`src/rtl/imem_loader.sv`:
```
// rtl/imem_loader.sv - UART boot loader that streams a checksummed image into instruction memory
module imem_loader #(
  parameter int CLKS_PER_BIT = 2604,
  parameter int ADDR_WIDTH   = 14
) (
  input  logic                  clk,
  input  logic                  rst,
  input  logic                  rx,
  output logic                  imem_we,
  output logic [ADDR_WIDTH-1:0] imem_addr,
  output logic [31:0]           imem_wdata,
  output logic                  cpu_hold,
  output logic                  done,
  output logic                  err
);

  localparam logic [15:0] HALF_BIT = 16'(CLKS_PER_BIT / 2);
  localparam logic [15:0] FULL_BIT = 16'(CLKS_PER_BIT - 1);
  localparam logic [7:0]  SYNC     = 8'hA5;

  // ---------------------------------------------------------------------------
  // rx synchronizer; rx_prev gives a synchronous falling-edge detector
  // ---------------------------------------------------------------------------
  logic rx_meta;
  logic rx_sync;
  logic rx_prev;

  // two-flop synchronizer plus one delayed copy, all idle-high on reset
  always_ff @(posedge clk or posedge rst) begin
    if (rst) begin
      rx_meta <= 1'b1;
      rx_sync <= 1'b1;
      rx_prev <= 1'b1;
    end else begin
      rx_meta <= rx;
      rx_sync <= rx_meta;
      rx_prev <= rx_sync;
    end
  end

  // ---------------------------------------------------------------------------
  // UART 8N1 receiver
  // ---------------------------------------------------------------------------
  typedef enum logic [1:0] {RX_IDLE, RX_START, RX_BITS, RX_STOP} rx_state_t;

  rx_state_t   rx_state;
  rx_state_t   rx_next;
  logic [15:0] bit_cnt;
  logic [2:0]  bit_idx;
  logic [7:0]  shreg;
  logic        byte_valid;
  logic        frame_err;
  logic        tick_half;
  logic        tick_full;

  assign tick_half = (bit_cnt == HALF_BIT);
  assign tick_full = (bit_cnt == FULL_BIT);

  // receiver state register
  always_ff @(posedge clk or posedge rst) begin
    if (rst) rx_state <= RX_IDLE;
    else     rx_state <= rx_next;
  end

  // receiver next state: a start that is high again at mid-bit is a glitch
  always_comb begin
    rx_next = rx_state;
    case (rx_state)
      RX_IDLE:  if (rx_prev && !rx_sync) rx_next = RX_START;
      RX_START: if (tick_half) rx_next = rx_sync ? RX_IDLE : RX_BITS;
      RX_BITS:  if (tick_full && bit_idx == 3'd7) rx_next = RX_STOP;
      RX_STOP:  if (tick_full) rx_next = RX_IDLE;
      default:  rx_next = RX_IDLE;
    endcase
  end

  // bit timing, LSB-first shift register and per-byte result strobes
  always_ff @(posedge clk or posedge rst) begin
    if (rst) begin
      bit_cnt    <= '0;
      bit_idx    <= '0;
      shreg      <= '0;
      byte_valid <= 1'b0;
      frame_err  <= 1'b0;
    end else begin
      byte_valid <= 1'b0;
      frame_err  <= 1'b0;
      if (rx_state == RX_IDLE || (rx_state == RX_START && tick_half) || tick_full)
        bit_cnt <= '0;
      else
        bit_cnt <= bit_cnt + 16'd1;
      case (rx_state)
        RX_START: bit_idx <= '0;
        RX_BITS: if (tick_full) begin
          shreg   <= {rx_sync, shreg[7:1]};
          bit_idx <= bit_idx + 3'd1;
        end
        RX_STOP: if (tick_full) begin
          if (rx_sync) byte_valid <= 1'b1;
          else         frame_err  <= 1'b1;
        end
        default: ;
      endcase
    end
  end

  // ---------------------------------------------------------------------------
  // Frame FSM
  // ---------------------------------------------------------------------------
  typedef enum logic [2:0] {IDLE, LEN_LO, LEN_HI, DATA, CSUM, FINISH} state_t;

  state_t      state;
  state_t      state_next;
  logic [15:0] len;
  logic [15:0] word_cnt;
  logic [1:0]  byte_idx;
  logic [7:0]  csum;

  // frame state register
  always_ff @(posedge clk or posedge rst) begin
    if (rst) state <= IDLE;
    else     state <= state_next;
  end

  // frame next state; DATA stays put through the write cycle so imem_we is
  // always seen inside DATA, and leaves for CSUM once the last word is out
  always_comb begin
    state_next = state;
    if (frame_err) begin
      state_next = IDLE;
    end else begin
      case (state)
        IDLE:   if (byte_valid && shreg == SYNC) state_next = LEN_LO;
        LEN_LO: if (byte_valid) state_next = LEN_HI;
        LEN_HI: if (byte_valid) state_next = ({shreg, len[7:0]} != 16'd0) ? DATA : CSUM;
        DATA:   if (imem_we && word_cnt == len) state_next = CSUM;
        CSUM:   if (byte_valid) state_next = (shreg == csum) ? FINISH : IDLE;
        FINISH: state_next = IDLE;
        default: state_next = IDLE;
      endcase
    end
  end

  assign cpu_hold = (state != IDLE);
  assign done     = (state == FINISH);

  // frame datapath: length, word assembly, write strobe, checksum, sticky err
  always_ff @(posedge clk or posedge rst) begin
    if (rst) begin
      len        <= '0;
      word_cnt   <= '0;
      byte_idx   <= '0;
      csum       <= '0;
      imem_we    <= 1'b0;
      imem_addr  <= '0;
      imem_wdata <= '0;
      err        <= 1'b0;
    end else begin
      if (frame_err) err <= 1'b1;
      case (state)
        IDLE: if (byte_valid && shreg == SYNC) begin
          err       <= 1'b0;
          len       <= '0;
          word_cnt  <= '0;
          byte_idx  <= '0;
          csum      <= '0;
          imem_addr <= '0;
        end
        LEN_LO: if (byte_valid) len[7:0]  <= shreg;
        LEN_HI: if (byte_valid) len[15:8] <= shreg;
        DATA: begin
          if (imem_we) begin
            imem_we   <= 1'b0;
            imem_addr <= imem_addr + 1'b1;
          end else if (byte_valid) begin
            csum     <= csum ^ shreg;
            byte_idx <= byte_idx + 2'd1;
            case (byte_idx)
              2'd0: imem_wdata[7:0]   <= shreg;
              2'd1: imem_wdata[15:8]  <= shreg;
              2'd2: imem_wdata[23:16] <= shreg;
              default: imem_wdata[31:24] <= shreg;
            endcase
            if (byte_idx == 2'd3) begin
              imem_we  <= 1'b1;
              word_cnt <= word_cnt + 16'd1;
            end
          end
        end
        CSUM: if (byte_valid && shreg != csum) err <= 1'b1;
        default: ;
      endcase
    end
  end

endmodule

```
`config.mk`:
```
export PLATFORM = sky130hd
export DESIGN_NAME = imem_loader
export DESIGN_NICKNAME = d
export VERILOG_FILES = /design/src/rtl/imem_loader.sv
export SDC_FILE = /design/constraint.sdc
export NUM_CORES = 1
export LEC_CHECK = 0
export CAP_MARGIN = 20
export CORE_AREA = 5 5 104 106
export CTS_BUF_LIST = sky130_fd_sc_hd__clkbuf_8
export DETAILED_ROUTE_END_ITERATION = 8
export DIE_AREA = 0 0 109 111
export PLACE_DENSITY = 0.92
export SYNTH_ARGS = -nofsm -noshare
export SYNTH_HDL_FRONTEND = slang
export SYNTH_SLANG_ARGS = --single-unit
export TNS_END_PERCENT = 30
```
`constraint.sdc`:
```
create_clock -name clk -period 12 [get_ports clk]
set_input_delay 3.6 -clock clk [delete_from_list [all_inputs] [get_ports clk]]
set_output_delay 3.6 -clock clk [all_outputs]
set_load 0.05 [all_outputs]
```
Yosys cells after proc, flatten, opt, wreduce, memory -nomap -nowiden

Index checks and enable logic that the tools add are counted.

Register bits: 127
Bits in latches: 0
RAM bits: 0
Memory bits (read-only): 0
Bits of input ports: 3
Output and inout bits: 50
Logic and storage cells: 147
Memories: 0

Add/sub/neg operators: 5
Multipliers: 0
Divide/modulo/power cells: 0
Order comparisons: 0
Equal/unequal tests: 35
Shift-type cells: 0
Multiplexer cells: 50
Bitwise gates (word level): 3
Reduce and logical (&&, ||, !) cells: 32

Operator list:

| kind                    | number |
|---|---|
| $mux W16                | 5 |
| $pmux W8 S2             | 3 |
| $add A16 B1 Y16 const B | 2 |
| $mux W8                 | 4 |
| $pmux W16 S2            | 1 |
| $mux W14                | 2 |
| $pmux W14 S2            | 1 |
| $mux W3                 | 9 |
| $ne A2 B2 Y1 const B    | 12 |
| $reduce_and A4 Y1       | 6 |
| $eq A16 B11 Y1 const B  | 1 |
| $eq A16 B12 Y1 const B  | 1 |
| $eq A16 B16 Y1          | 1 |
| $mux W2                 | 8 |
| $reduce_bool A16 Y1     | 1 |
| $ne A3 B3 Y1 const B    | 5 |
| $pmux W3 S5             | 1 |
| $add A14 B1 Y14 const B | 1 |
| $mux W1                 | 12 |
| $reduce_and A5 Y1       | 2 |
| $eq A3 B3 Y1 const B    | 3 |
| $reduce_and A3 Y1       | 3 |
| $eq A2 B2 Y1 const B    | 4 |
| $eq A8 B8 Y1            | 1 |
| 22 further kinds        | 36 |

Logic depth before layout (Yosys ltp)

Word-level depth: 5
Depth in mapped cells: 9
Gate-level depth less buffers: 7

Least setup slack after synthesis

No wires, ideal clock.

Path type: register -> output
Start point: register state[1]
End point: output port done
Arrival time: 1051 ps
Required time: 8400 ps
Setup slack: 7349 ps
Cell stages (with the launch flop): 4
Buffers on the path: 1
Cells stage by stage: dfrtp_1 -> clkbuf_2 -> nor2b_1 -> and2_1

Longest elaborated chain between the ends: 1

Ends and longest elaborated chain:

| what                   | line | text |
|---|---|---|
| start, declared        | 112  | `state_t state;` |
| start signal, assigned | 122  | `else state <= state_next;` |
| $eq A3 B3 Y1           | 145  | `assign done = (state == FINISH);` |
| end, declared          | 13   | `output logic done,` |

No other way between the ends.

Worst setup path after layout

Start point: register state[0]
End point: output port done

The elaborated chain is that of the path after synthesis.

==> qor.yml <==
status: "completed"
tightest_slew_ps: 965.7
die_w_um: 109
coreArea_um2: 9684
place_hpwl_um: 9165
drv_cap: 0
period_share: 0.4835
drt_pass1_iterations: 6
synth_top_cell_area_share: 0.5127
synth_edf_count: 0
rsz0062_at_grt: "no"
dp.cells: 757
routed_wl_um: 14760
timing.final.crit_period_ps: 5802
timing.slew.headroom: 0.3562
critical_path.startpoint_type: "flop"
ios: 53
worstRegToRegCells: 6
final_cells: 792
synthDistinctLibCells: 51
max_stage_delay_ps: 800
yosysTopAreaCell: "dfrtp_1"
final_nets: 660
ctsHoldBuffers: 0
drc: 0
r2r-start: "shreg[1]"
cts.sink_count: 127
holdWs_ps: 370.1
place_congestion: 0.8893
syn_inst: 591
synthArstFlopShare: 1.000
cellPowerDensity_nw_per_um2: 120.3
max-vdd-ir-drop_v: 0.00009715
grt_max_degree: 82
first_iter_violations: 393
fin_skew_ps: 11.19
setup_ws_ps: 6198
hp-start: "rx_meta"
required_ps: 8400
antenna_found_initial: 0
cp_max_fo: 17
hold_path_depth: 0
final_util: 0.7300
grt_use_total: 0.2668
syn_to_final_growth_pct: 16.81
via_per_inst: 6.116
clk_root_buffer_cell: "clkbuf_8"
synth-seq-cells: 127
setup_tns_ps: 0
clkSlewWorstSetupHoldPaths_ps: 80
via_count: 4844
cts_resized: 0
drive_gt1_frac: 0.1426
syn-num-nets: 605
yosysSeqAreaShare: 0.5257
io_buffers: 52
synth_most_common_cell: "dfrtp_1"
cts_made_buffers: 17
htreeDepth: 4
path_class: "flop to output pin"
cts_max_path_buffers: 2
grt_pass1_wl_um: 25480
crit_arrival_ps: 2200
crit_path_cell_trace: "nor2b_1 -> and2_1 -> clkdlybuf4s50_1"
yosysWarnings: 0
grt_pass1_vias: 5089
hold_class: "flop to flop"
diodes: 0
slew_violations: 0
final_cell_area_um2: 7069
syn-cell-area_um2: 6052
cts_tree: "yes"
leakagePower_nw: 3.237
grt_overflow: 0
place_ws_ps: 6478
synth_top_flop_cell: "dfrtp_1"
placed_cell_area_um2: 6653
power.total_mw: 0.8504
yosys-top-cells-count: "dfrtp_1 (124), nand2_1 (86), nor2_1 (51), o21ai_0 (51), mux2_2 (41)"
clkLatencyLatePin_ps: 440
num_rows: 36
drtAntennaViolNets: 0
synthTopCellsByArea: "dfrtp_1 (51%), mux2_2 (7.6%), nand2_1 (5.3%)"
design.die.area_um2: 12100
critPathLaunch: "state[0]"
critPathCaptureType: "output pin"
timing.final.setup_violations: 0
avgRoutedWirePerCell_um: 18.64
hold_viol_final: 0
fmax_mhz: 172.3
cts_setup_buffers: 0
crit_path_top_delay_cell: "clkdlybuf4s50_1"
die_y_um: 111
start_util: 0.6249
synth_area_per_cell_um2: 10.24
-- worst paths after layout --
path | to | slack, ps
min in group asynchronous | imem_wdata[31] | 3570
min reg2reg | rx_sync | 370
min | rx_sync | 370
max in group asynchronous | rx_meta | 7320
max reg2reg | word_cnt[13] | 9410
max | done | 6200
-- placed cells by master, fill, tap and decap left out, types with 3 or more instances in the layout --
master,instances
dfrtp_1,124
nand2_1,86
clkdlybuf4s50_1,52
nor2_1,51
o21ai_0,51
mux2_2,41
nand3_1,40
xnor2_1,29
xor2_1,24
clkbuf_8,17
inv_1,14
nand4_1,11
ha_1,11
and3_1,10
a21oi_1,9
nor4_1,7
nor3_1,6
a31oi_1,5
nor2b_1,4
nand2_2,4
clkinvlp_4,4
nand3b_1,3
o211ai_1,3
and4_1,3
clkinv_2,3
inv_6,3
clkinv_4,3
dfstp_2,3
-- where the power goes --
part | total [mW] | switching, mW | internal, mW
Sequential | 0.455 | 0.0153 | 0.440
Combinational | 0.0427 | 0.0260 | 0.0167
Clock | 0.352 | 0.186 | 0.166
Total | 0.850 | 0.227 | 0.623
-- per-layer routing --
metal | GRT usage | vias up | wire length [um]
met5 | 0 | - | 0
met4 | 0.1246 | 0 | 587
met3 | 0.05533 | 62 | 810
met2 | 0.4480 | 239 | 7723
met1 | 0.3252 | 2380 | 5640
li1 | - | 2163 | -
-- critical path, delay by kind of cell, from the launching register on --
| family | cells | cell delay, ps |
|---|---|---|
| and+or+nand+nor | 2 | 370 |
| DFF | 1 | 610 |
| buffers and inverters | 1 | 800 |
-- area by class of cell --
type | instances | area (um^2)
clock buffers | 17 | 234.0
clock inverters | 15 | 138.9
fillers | 587 | 2615
inverters | 15 | 58.81
multi-input cells | 429 | 2718
flip-flops and latches | 127 | 3182
well taps | 133 | 166.4
repair buffers | 56 | 571.8
-- logic make-up (layout without fill, tap and decap cells) --
logic type,after synthesis,after routing,share of synthesized area
buffers and inverters,35,103,0.02522
DFF,127,127,0.5257
AOI/OAI and AO/OA,80,80,0.07608
and+or+nand+nor,244,244,0.1972
muxes,41,41,0.07629
adders and majority gates,11,11,0.02274
xor gates and xnor gates,53,53,0.07670
-- flip-flops by register name, indices dropped and copies added, names as in the netlist, named ones only --
signal      flops
shreg           8
imem_we         1
imem_wdata     32
byte_idx        2
rx_meta         1
bit_idx         3
err             1
csum            8
rx_sync         1
state           3
rx_state        1
bit_cnt        16
word_cnt       16
imem_addr      14
frame_err       1
len            16
rx_prev         1
byte_valid      1
Note: power is estimated with default switching activity, not from simulation.
